<file path="src/rtl/io_arb_pkg.sv">
// Shared types for the IO bus arbiter: FSM state encoding and bus word types.
package io_arb_pkg;

  typedef logic [31:0] io_addr_t;
  typedef logic [31:0] io_data_t;

  typedef enum logic [1:0] {
    StIdle,
    StIssue,
    StReadWait,
    StRespond
  } io_arb_state_t;

  // Largest supported requester count.
  localparam int unsigned MaxRequesters = 16;

endpackage

</file>
<file path="src/rtl/io_bus_arbiter_rr_arbiter.sv">
// Round-robin arbiter: one-hot grant over a request vector, starting the search
// at a priority pointer that moves to one past the granted index on update_pointer.
module rr_arbiter #(
  parameter int unsigned NUM_REQUESTERS = 4
) (
  input  logic                      clk,
  input  logic                      reset,
  input  logic [NUM_REQUESTERS-1:0] req,
  input  logic                      update_pointer,
  output logic [NUM_REQUESTERS-1:0] grant
);

  localparam int unsigned PtrW = (NUM_REQUESTERS > 1) ? $clog2(NUM_REQUESTERS) : 1;

  logic [PtrW-1:0]           ptr_q, ptr_d;
  logic [PtrW-1:0]           win_idx;
  logic [NUM_REQUESTERS-1:0] upper_mask;
  logic [NUM_REQUESTERS-1:0] upper_req;
  logic [NUM_REQUESTERS-1:0] pick;

  // Pick the lowest request at or above the pointer, else wrap to the lowest overall.
  always_comb begin
    upper_mask = '0;
    for (int j = 0; j < int'(NUM_REQUESTERS); j++) begin
      upper_mask[j] = (j >= int'(ptr_q));
    end
    upper_req = req & upper_mask;
    pick      = (|upper_req) ? upper_req : req;
    grant     = '0;
    win_idx   = '0;
    for (int j = int'(NUM_REQUESTERS) - 1; j >= 0; j--) begin
      if (pick[j]) begin
        grant      = '0;
        grant[j]   = 1'b1;
        win_idx    = PtrW'(j);
      end
    end
  end

  // Advance the pointer past the current winner; with one requester it stays at 0.
  always_comb begin
    ptr_d = ptr_q;
    if (update_pointer && |req) begin
      ptr_d = (win_idx == PtrW'(NUM_REQUESTERS - 1)) ? '0 : win_idx + PtrW'(1);
    end
  end

  // Priority pointer register.
  always_ff @(posedge clk or posedge reset) begin
    if (reset) begin
      ptr_q <= '0;
    end else begin
      ptr_q <= ptr_d;
    end
  end

endmodule

</file>
<file path="src/rtl/io_bus_arbiter.sv">
// Serialises requester transactions onto the single-master IO bus, granting
// round-robin and routing read data back to the requester that issued it.
module io_bus_arbiter
  import io_arb_pkg::*;
#(
  parameter int unsigned NUM_REQUESTERS = 4
) (
  input  logic                                clk,
  input  logic                                reset,
  input  logic     [NUM_REQUESTERS-1:0]       req_valid,
  input  logic     [NUM_REQUESTERS-1:0]       req_write,
  input  io_addr_t [NUM_REQUESTERS-1:0]       req_address,
  input  io_data_t [NUM_REQUESTERS-1:0]       req_write_data,
  output logic     [NUM_REQUESTERS-1:0]       req_ack,
  output logic     [NUM_REQUESTERS-1:0]       resp_valid,
  output io_data_t                            resp_read_data,
  output logic                                io_write_en,
  output logic                                io_read_en,
  output io_addr_t                            io_address,
  output io_data_t                            io_write_data,
  input  io_data_t                            io_read_data
);

  io_arb_state_t             state_q, state_d;
  logic [NUM_REQUESTERS-1:0] winner_q, winner_d;
  logic                      write_q, write_d;
  io_addr_t                  addr_q, addr_d;
  io_data_t                  wdata_q, wdata_d;
  io_data_t                  rdata_q, rdata_d;

  logic [NUM_REQUESTERS-1:0] arb_req;
  logic [NUM_REQUESTERS-1:0] grant;
  logic                      arb_update;

  // In ISSUE the arbiter sees only the registered winner, so the pointer update
  // lands on winner+1 even if other requests appear meanwhile.
  assign arb_req    = (state_q == StIssue) ? winner_q : req_valid;
  assign arb_update = (state_q == StIssue);

  rr_arbiter #(
    .NUM_REQUESTERS (NUM_REQUESTERS)
  ) u_rr_arbiter (
    .clk            (clk),
    .reset          (reset),
    .req            (arb_req),
    .update_pointer (arb_update),
    .grant          (grant)
  );

  // State register.
  always_ff @(posedge clk or posedge reset) begin
    if (reset) begin
      state_q <= StIdle;
    end else begin
      state_q <= state_d;
    end
  end

  // Next-state logic: one transaction in flight, reads take two extra cycles.
  always_comb begin
    state_d = state_q;
    unique case (state_q)
      StIdle:     if (|req_valid) state_d = StIssue;
      StIssue:    state_d = write_q ? StIdle : StReadWait;
      StReadWait: state_d = StRespond;
      StRespond:  state_d = StIdle;
      default:    state_d = StIdle;
    endcase
  end

  // Capture the winner's request in IDLE and the bus read data in READ_WAIT.
  always_comb begin
    winner_d = winner_q;
    write_d  = write_q;
    addr_d   = addr_q;
    wdata_d  = wdata_q;
    rdata_d  = rdata_q;
    if (state_q == StIdle && |req_valid) begin
      winner_d = grant;
      write_d  = |(grant & req_write);
      for (int j = 0; j < int'(NUM_REQUESTERS); j++) begin
        if (grant[j]) begin
          addr_d  = req_address[j];
          wdata_d = req_write_data[j];
        end
      end
    end
    if (state_q == StReadWait) begin
      rdata_d = io_read_data;
    end
  end

  // Transaction and response registers.
  always_ff @(posedge clk or posedge reset) begin
    if (reset) begin
      winner_q <= '0;
      write_q  <= 1'b0;
      addr_q   <= '0;
      wdata_q  <= '0;
      rdata_q  <= '0;
    end else begin
      winner_q <= winner_d;
      write_q  <= write_d;
      addr_q   <= addr_d;
      wdata_q  <= wdata_d;
      rdata_q  <= rdata_d;
    end
  end

  // Outputs decode registered state only; the bus is quiet outside ISSUE.
  always_comb begin
    req_ack       = '0;
    resp_valid    = '0;
    io_write_en   = 1'b0;
    io_read_en    = 1'b0;
    io_address    = '0;
    io_write_data = '0;
    unique case (state_q)
      StIssue: begin
        io_write_en   = write_q;
        io_read_en    = !write_q;
        io_address    = addr_q;
        io_write_data = wdata_q;
        req_ack       = winner_q;
      end
      StRespond: resp_valid = winner_q;
      default: ;
    endcase
  end

  assign resp_read_data = rdata_q;

  // A requester must keep req_valid up until the cycle its ack is seen.
  for (genvar g = 0; g < NUM_REQUESTERS; g++) begin : gen_hold_chk
    req_held_until_ack : assert property (@(posedge clk) disable iff (reset)
      (req_valid[g] && !req_ack[g]) |=> (req_valid[g] || req_ack[g]));
  end

endmodule

</file>
<file path="config.mk">
export PLATFORM = sky130hd
export DESIGN_NAME = io_bus_arbiter
export DESIGN_NICKNAME = d
export VERILOG_FILES = /design/src/rtl/io_arb_pkg.sv /design/src/rtl/io_bus_arbiter_rr_arbiter.sv /design/src/rtl/io_bus_arbiter.sv
export SDC_FILE = /design/constraint.sdc
export NUM_CORES = 1
export LEC_CHECK = 0
export CORE_AREA = 2 2 155 157
export DETAILED_ROUTE_END_ITERATION = 7
export DIE_AREA = 0 0 157 159
export PLACE_DENSITY = 0.66
export SLEW_MARGIN = 20
export SYNTH_ARGS = -nofsm -noshare
export SYNTH_HDL_FRONTEND = slang
export SYNTH_HIERARCHICAL = 1
export SYNTH_SLANG_ARGS = --single-unit
</file>
<file path="constraint.sdc">
create_clock -name clk -period 3.25 [get_ports clk]
set_input_delay 0.325 -clock clk [delete_from_list [all_inputs] [get_ports clk]]
set_output_delay 0.325 -clock clk [all_outputs]
set_load 0.1 [all_outputs]
</file>
### After elaboration in Yosys (flattened, before gate mapping)

Cells that the tools add are included.

* memories: 0
* memory bits (writable): 0
* input bits: 298
* bits in latches: 0
* logic and storage cells: 56
* bits in read-only memories: 0
* register bits after elaboration: 105

* reduce and logical (&&, ||, !) cells: 10
* div/mod/pow operators: 0
* multiply operators: 0
* magnitude comparators: 3
* multiplexer cells: 28
* add/sub/neg operators: 1
* shift operators: 0
* equality and inequality tests: 5
* bitwise gates (word level): 2

Operator list (count)
* $mux W32: 10
* $mux W4: 8
* $reduce_or A4 Y1: 4
* $mux W2: 7
* $and A4 B4 Y4: 2
* $pmux W2 S4: 1
* $eq A2 B2 Y1 const B: 3
* $ge A1 B2 Y1 const A: 2
* $reduce_bool A4 Y1: 1
* $add A2 B1 Y2 const B: 1
* $eq A2 B1 Y1 const B: 1
* $ge A2 B2 Y1 const A: 1
* $logic_and A1 B1 Y1: 2
* $logic_not A2 Y1: 1
* $mux W1: 2
* $ne A2 B1 Y1 const B: 1
* $reduce_and A2 Y1: 1
* $logic_not A1 Y1: 1

### Depth between registers and ports, before layout

* depth in word-level cells: 13
* depth in mapped cells: 13
* gate-level depth less buffers: 11

### Cells and area by module

Netlist, hierarchy kept.

By module, submodules not included
* io_bus_arbiter: seq. area each 2577.5 um^2, area each 6318.6 um^2, instances 1, cells an instance 601
* rr_arbiter: seq. area each 50.0 um^2, area each 231.5 um^2, instances 1, cells an instance 32

### Worst setup path before layout

No wires, ideal clock.

* path kind: reg2reg
* from: register with a tool-made name
* to: register addr_q[0]
* slack: -0.562 ns
* library setup time: 0.127 ns
* path buffers: 2
* period minus slack after synthesis: 3.812 ns
* required time: 3.123 ns
* arrival: 3.684 ns
* cell stages (with the launch flop): 13
* cells stage by stage: dfrtp_1 -> nand2b_1 -> inv_1 -> clkbuf_1 -> and2_1 -> a21o_1 -> nand2b_1 -> a211oi_1 -> nor2_1 -> or4_1 -> nand3_4 -> buf_6 -> mux2_1

RTL lines
* to (signal assigned): RTL line io_bus_arbiter.sv:104 `addr_q <= addr_d;`
* to (decl): RTL line io_bus_arbiter.sv:27 `io_addr_t addr_q, addr_d;`

==> load_flow_metrics.sql <==
INSERT INTO impl_metrics (metric_group, metric, value, unit) VALUES
('power', 'p_sw', '7.63', 'mW'),
('worst_setup_path', 'setup.reg_to_reg.worst_slack', '0.21', 'ns'),
('power', 'combinationalPowerShare', '73.8', '%'),
('timing', 'slew_headroom', '32.6', '%'),
('cts', 'clkSlewWorstSetupHoldPaths', '0.09', 'ns'),
('power', 'power_density', '1200', 'mW/mm²'),
('cts', 'numClockSinks', '105', ''),
('worst_setup_path', 'worst_r2r_endpoint', 'addr_q[25]$_DFFE_PP0P_', ''),
('grt', 'first_global_vias', '6483', ''),
('cts', 'postCtsSetupRepairBufs', '0', ''),
('synthesis', 'synth_top_flop_cell', 'sky130_fd_sc_hd__dfrtp_1', ''),
('floorplan', 'placement_rows', '56', ''),
('placed_design', 'buffer_ports.inserted', '403', ''),
('outcome', 'run_status', 'finished, violations left', ''),
('floorplan', 'floorplan.die.width', '157', 'µm'),
('cts', 'worst_skew_pair.late_latency', '0.36', 'ns'),
('timing', 'slew_violations', '0', ''),
('routing', 'route.detailed.vias_per_inst', '4.70', ''),
('finish', 'finish.instance_area', '0.0111', 'mm²'),
('worst_setup_path', 'required_worst_endpoint', '3.49', 'ns'),
('synthesis', 'ys_top_cells_by_area', 'sky130_fd_sc_hd__dfrtp_1 40%, sky130_fd_sc_hd__mux2_1 10%, sky130_fd_sc_hd__mux2i_1 9.8%', ''),
('grt', 'antenna_found_initial', '0', ''),
('grt', 'grt_max_degree', '57', ''),
('worst_setup_path', 'end_kind', 'flip-flop', ''),
('synthesis', 'async_flop_share', '100', '%'),
('timing', 'grt_setup_unrepaired', 'false', ''),
('grt', 'grt_pass1_wl', '35.6', 'mm'),
('cts', 'htree_levels', '3', ''),
('routing', 'ant_nets', '0', ''),
('cts', 'tritoncts', 'built', ''),
('finish', 'antenna_cells', '0', ''),
('synthesis', 'syn-cell-area', '0.00655', 'mm²'),
('floorplan', 'top_level_ports', '404', ''),
('routing', 'routed-via-count', '6318', ''),
('power', 'cellInternalPower', '5.68', 'mW'),
('synthesis', 'synth_enable_flop_cells', '0', ''),
('grt', 'grt.total_usage', '18.2', '%'),
('routing', 'drc_errors', '9', ''),
('finish', 'nNetsFinal', '1318', ''),
('synthesis', 'ys.warnings.count', '6', ''),
('routing', 'initialDrtViolationCount', '390', ''),
('placed_design', 'post-dp-hpwl', '18.1', 'mm'),
('worst_setup_path', 'crit_arrival', '3.28', 'ns'),
('finish', 'stdcell_count', '1344', ''),
('floorplan', 'dieHeight', '159', 'µm'),
('outcome', 'failed_checks', 'DRC', ''),
('power', 'switching_share', '57.3', '%'),
('worst_setup_path', 'timing_worst_setup_path_type', 'flip-flop to flip-flop', ''),
('timing', 'max_slew.worst_pin.slew', '1.01', 'ns'),
('placed_design', 'postPlaceCellArea', '0.0108', 'mm²'),
('cts', 'cts_inserted_buffers', '9', ''),
('placed_design', 'post-place-cells', '1328', ''),
('cts', 'cts_hold_repair.buffers', '0', ''),
('routing', 'routed_wl', '23.8', 'mm'),
('routing', 'first_pass_iters', '8', ''),
('timing', 'worst_clock_skew', '0.0143', 'ns'),
('synthesis', 'synth.top_cell.area_share', '40.1', '%'),
('cts', 'cts_repair_resize_count', '0', ''),
('floorplan', 'floorplan.initialDensity', '28.2', '%'),
('floorplan', 'dieArea', '0.0250', 'mm²'),
('timing', 'worst_case_setup_margin_in_the_final_layout', '0.207', 'ns'),
('routing', 'wl_per_cell', '17.7', 'µm'),
('worst_setup_path', 'rr_worst_depth', '12', ''),
('finish', 'post_route_cells_drive_above_1_share', '15.9', '%'),
('synthesis', 'ys_seq_elements', '105', ''),
('cts', 'clk_path_buf_depth', '2', ''),
('timing', 'fin_crit_sh', '93.6', '%'),
('worst_setup_path', 'max_fanout_on_critical_path', '15', ''),
('timing', 'layout_min_cycle_time', '3.04', 'ns'),
('worst_hold_path', 'hold_class', 'primary input to async pin', ''),
('synthesis', 'synth.net_count', '931', '');
## state kept, by name, summed over array words and instances, names as in the netlist, named ones only
name,flops
state_q,1
addr_q,32
resp_read_data,32
winner_q,4
write_q,1
u_rr_arbiter/ptr_q,2
wdata_q,32
## cell type report
type	instances	area, µm²
fill	2241	12100
timing repair buffer	423	4090
multi-input combinational	349	3200
sequential	105	2630
inverter	132	498
tap	319	399
clock buffer	9	225
clock inverter	7	86.3
## worst max-delay path by stage
stage / from / endpoint / slack [ns]
floorplan: flip-flop / addr_q[0]$_DFFE_PP0P_ / 0.01
global placement: flip-flop / addr_q[30]$_DFFE_PP0P_ / 0.30
detailed placement: flip-flop / addr_q[25]$_DFFE_PP0P_ / 0.22
CTS: flip-flop / addr_q[25]$_DFFE_PP0P_ / 0.19
global route: flip-flop / addr_q[12]$_DFFE_PP0P_ / 0.01
finish: flip-flop / addr_q[25]$_DFFE_PP0P_ / 0.21
## placed cells by master (no fill, tap or decap), drive strengths merged
cell / instances
mux2i: 64
dfrtp: 105
nor3b: 1
clkbuf: 9
nand3: 1
o21ai: 2
and2: 70
clkdlybuf4s50: 329
buf: 94
o22a: 1
nand2: 2
a222oi: 63
clkinv: 4
a211oi: 1
nor3: 1
nor2: 10
nand2b: 7
a21oi: 6
a22oi: 2
nor2b: 2
or4: 2
and3: 4
o41a: 1
mux2: 101
o22ai: 1
o221a: 2
inv: 135
a21o: 4
a221oi: 1
## power groups by stage
| stage | Sequential [mW] | Combinational (mW) | Clock, mW |
|---|---|---|---|
| after global placement | 2.35 | 9.84 | 0 |
| final | 2.34 | 9.82 | 1.15 |
| after CTS | 2.35 | 9.93 | 1.20 |
| after detailed placement | 2.37 | 9.91 | 0 |
| after floorplan | 3.77 | 6.04 | 0 |
| after global routing | 2.44 | 10.3 | 1.25 |
## through the flow
step | hold slack [ns] | util, % | power, mW
after global placement | 0.465 | 46.6 | 12.2
after detailed placement | 0.473 | 46.6 | 12.3
final | 0.220 | 48.0 | 13.3
after CTS | 0.207 | 48.0 | 13.5
after floorplan | 0.0662 | - | 9.81
after global routing | 0.235 | 48.0 | 14.0
## cells by family after synthesis
kind of cell,synth area share [%]
flip-flops,40.1
multiplexers,27.1
buffers and inverters,11.5
AND/OR/NAND/NOR,9.34
AO/OA/AOI/OAI,11.9
## per-layer routing
layer  vias up  routed length (µm)  share of wire [%]  global-route usage [%]
met5         -                   0                  0                       0
met4         0                 630                2.7                    6.88
met3        38                2110                8.9                    4.55
met2       320               11700                 49                    32.6
met1      2976                9280                 39                    20.7
li1       2984                   -                  -                       -
## worst max-delay path, cell delays in order, from the launching register on
cell                       delay (ns)
sky130_fd_sc_hd__dfrtp_1         0.34
sky130_fd_sc_hd__nand2b_1        0.24
sky130_fd_sc_hd__inv_2           0.11
sky130_fd_sc_hd__and2_4          0.19
sky130_fd_sc_hd__a21o_1          0.21
sky130_fd_sc_hd__nor2_1          0.20
sky130_fd_sc_hd__a211oi_1        0.08
sky130_fd_sc_hd__nor2_1          0.17
sky130_fd_sc_hd__buf_4           0.15
sky130_fd_sc_hd__nor2b_4         0.45
sky130_fd_sc_hd__buf_4           0.32
sky130_fd_sc_hd__a222oi_1        0.11
sky130_fd_sc_hd__mux2_1          0.32
(Power assumes the default switching activity.)
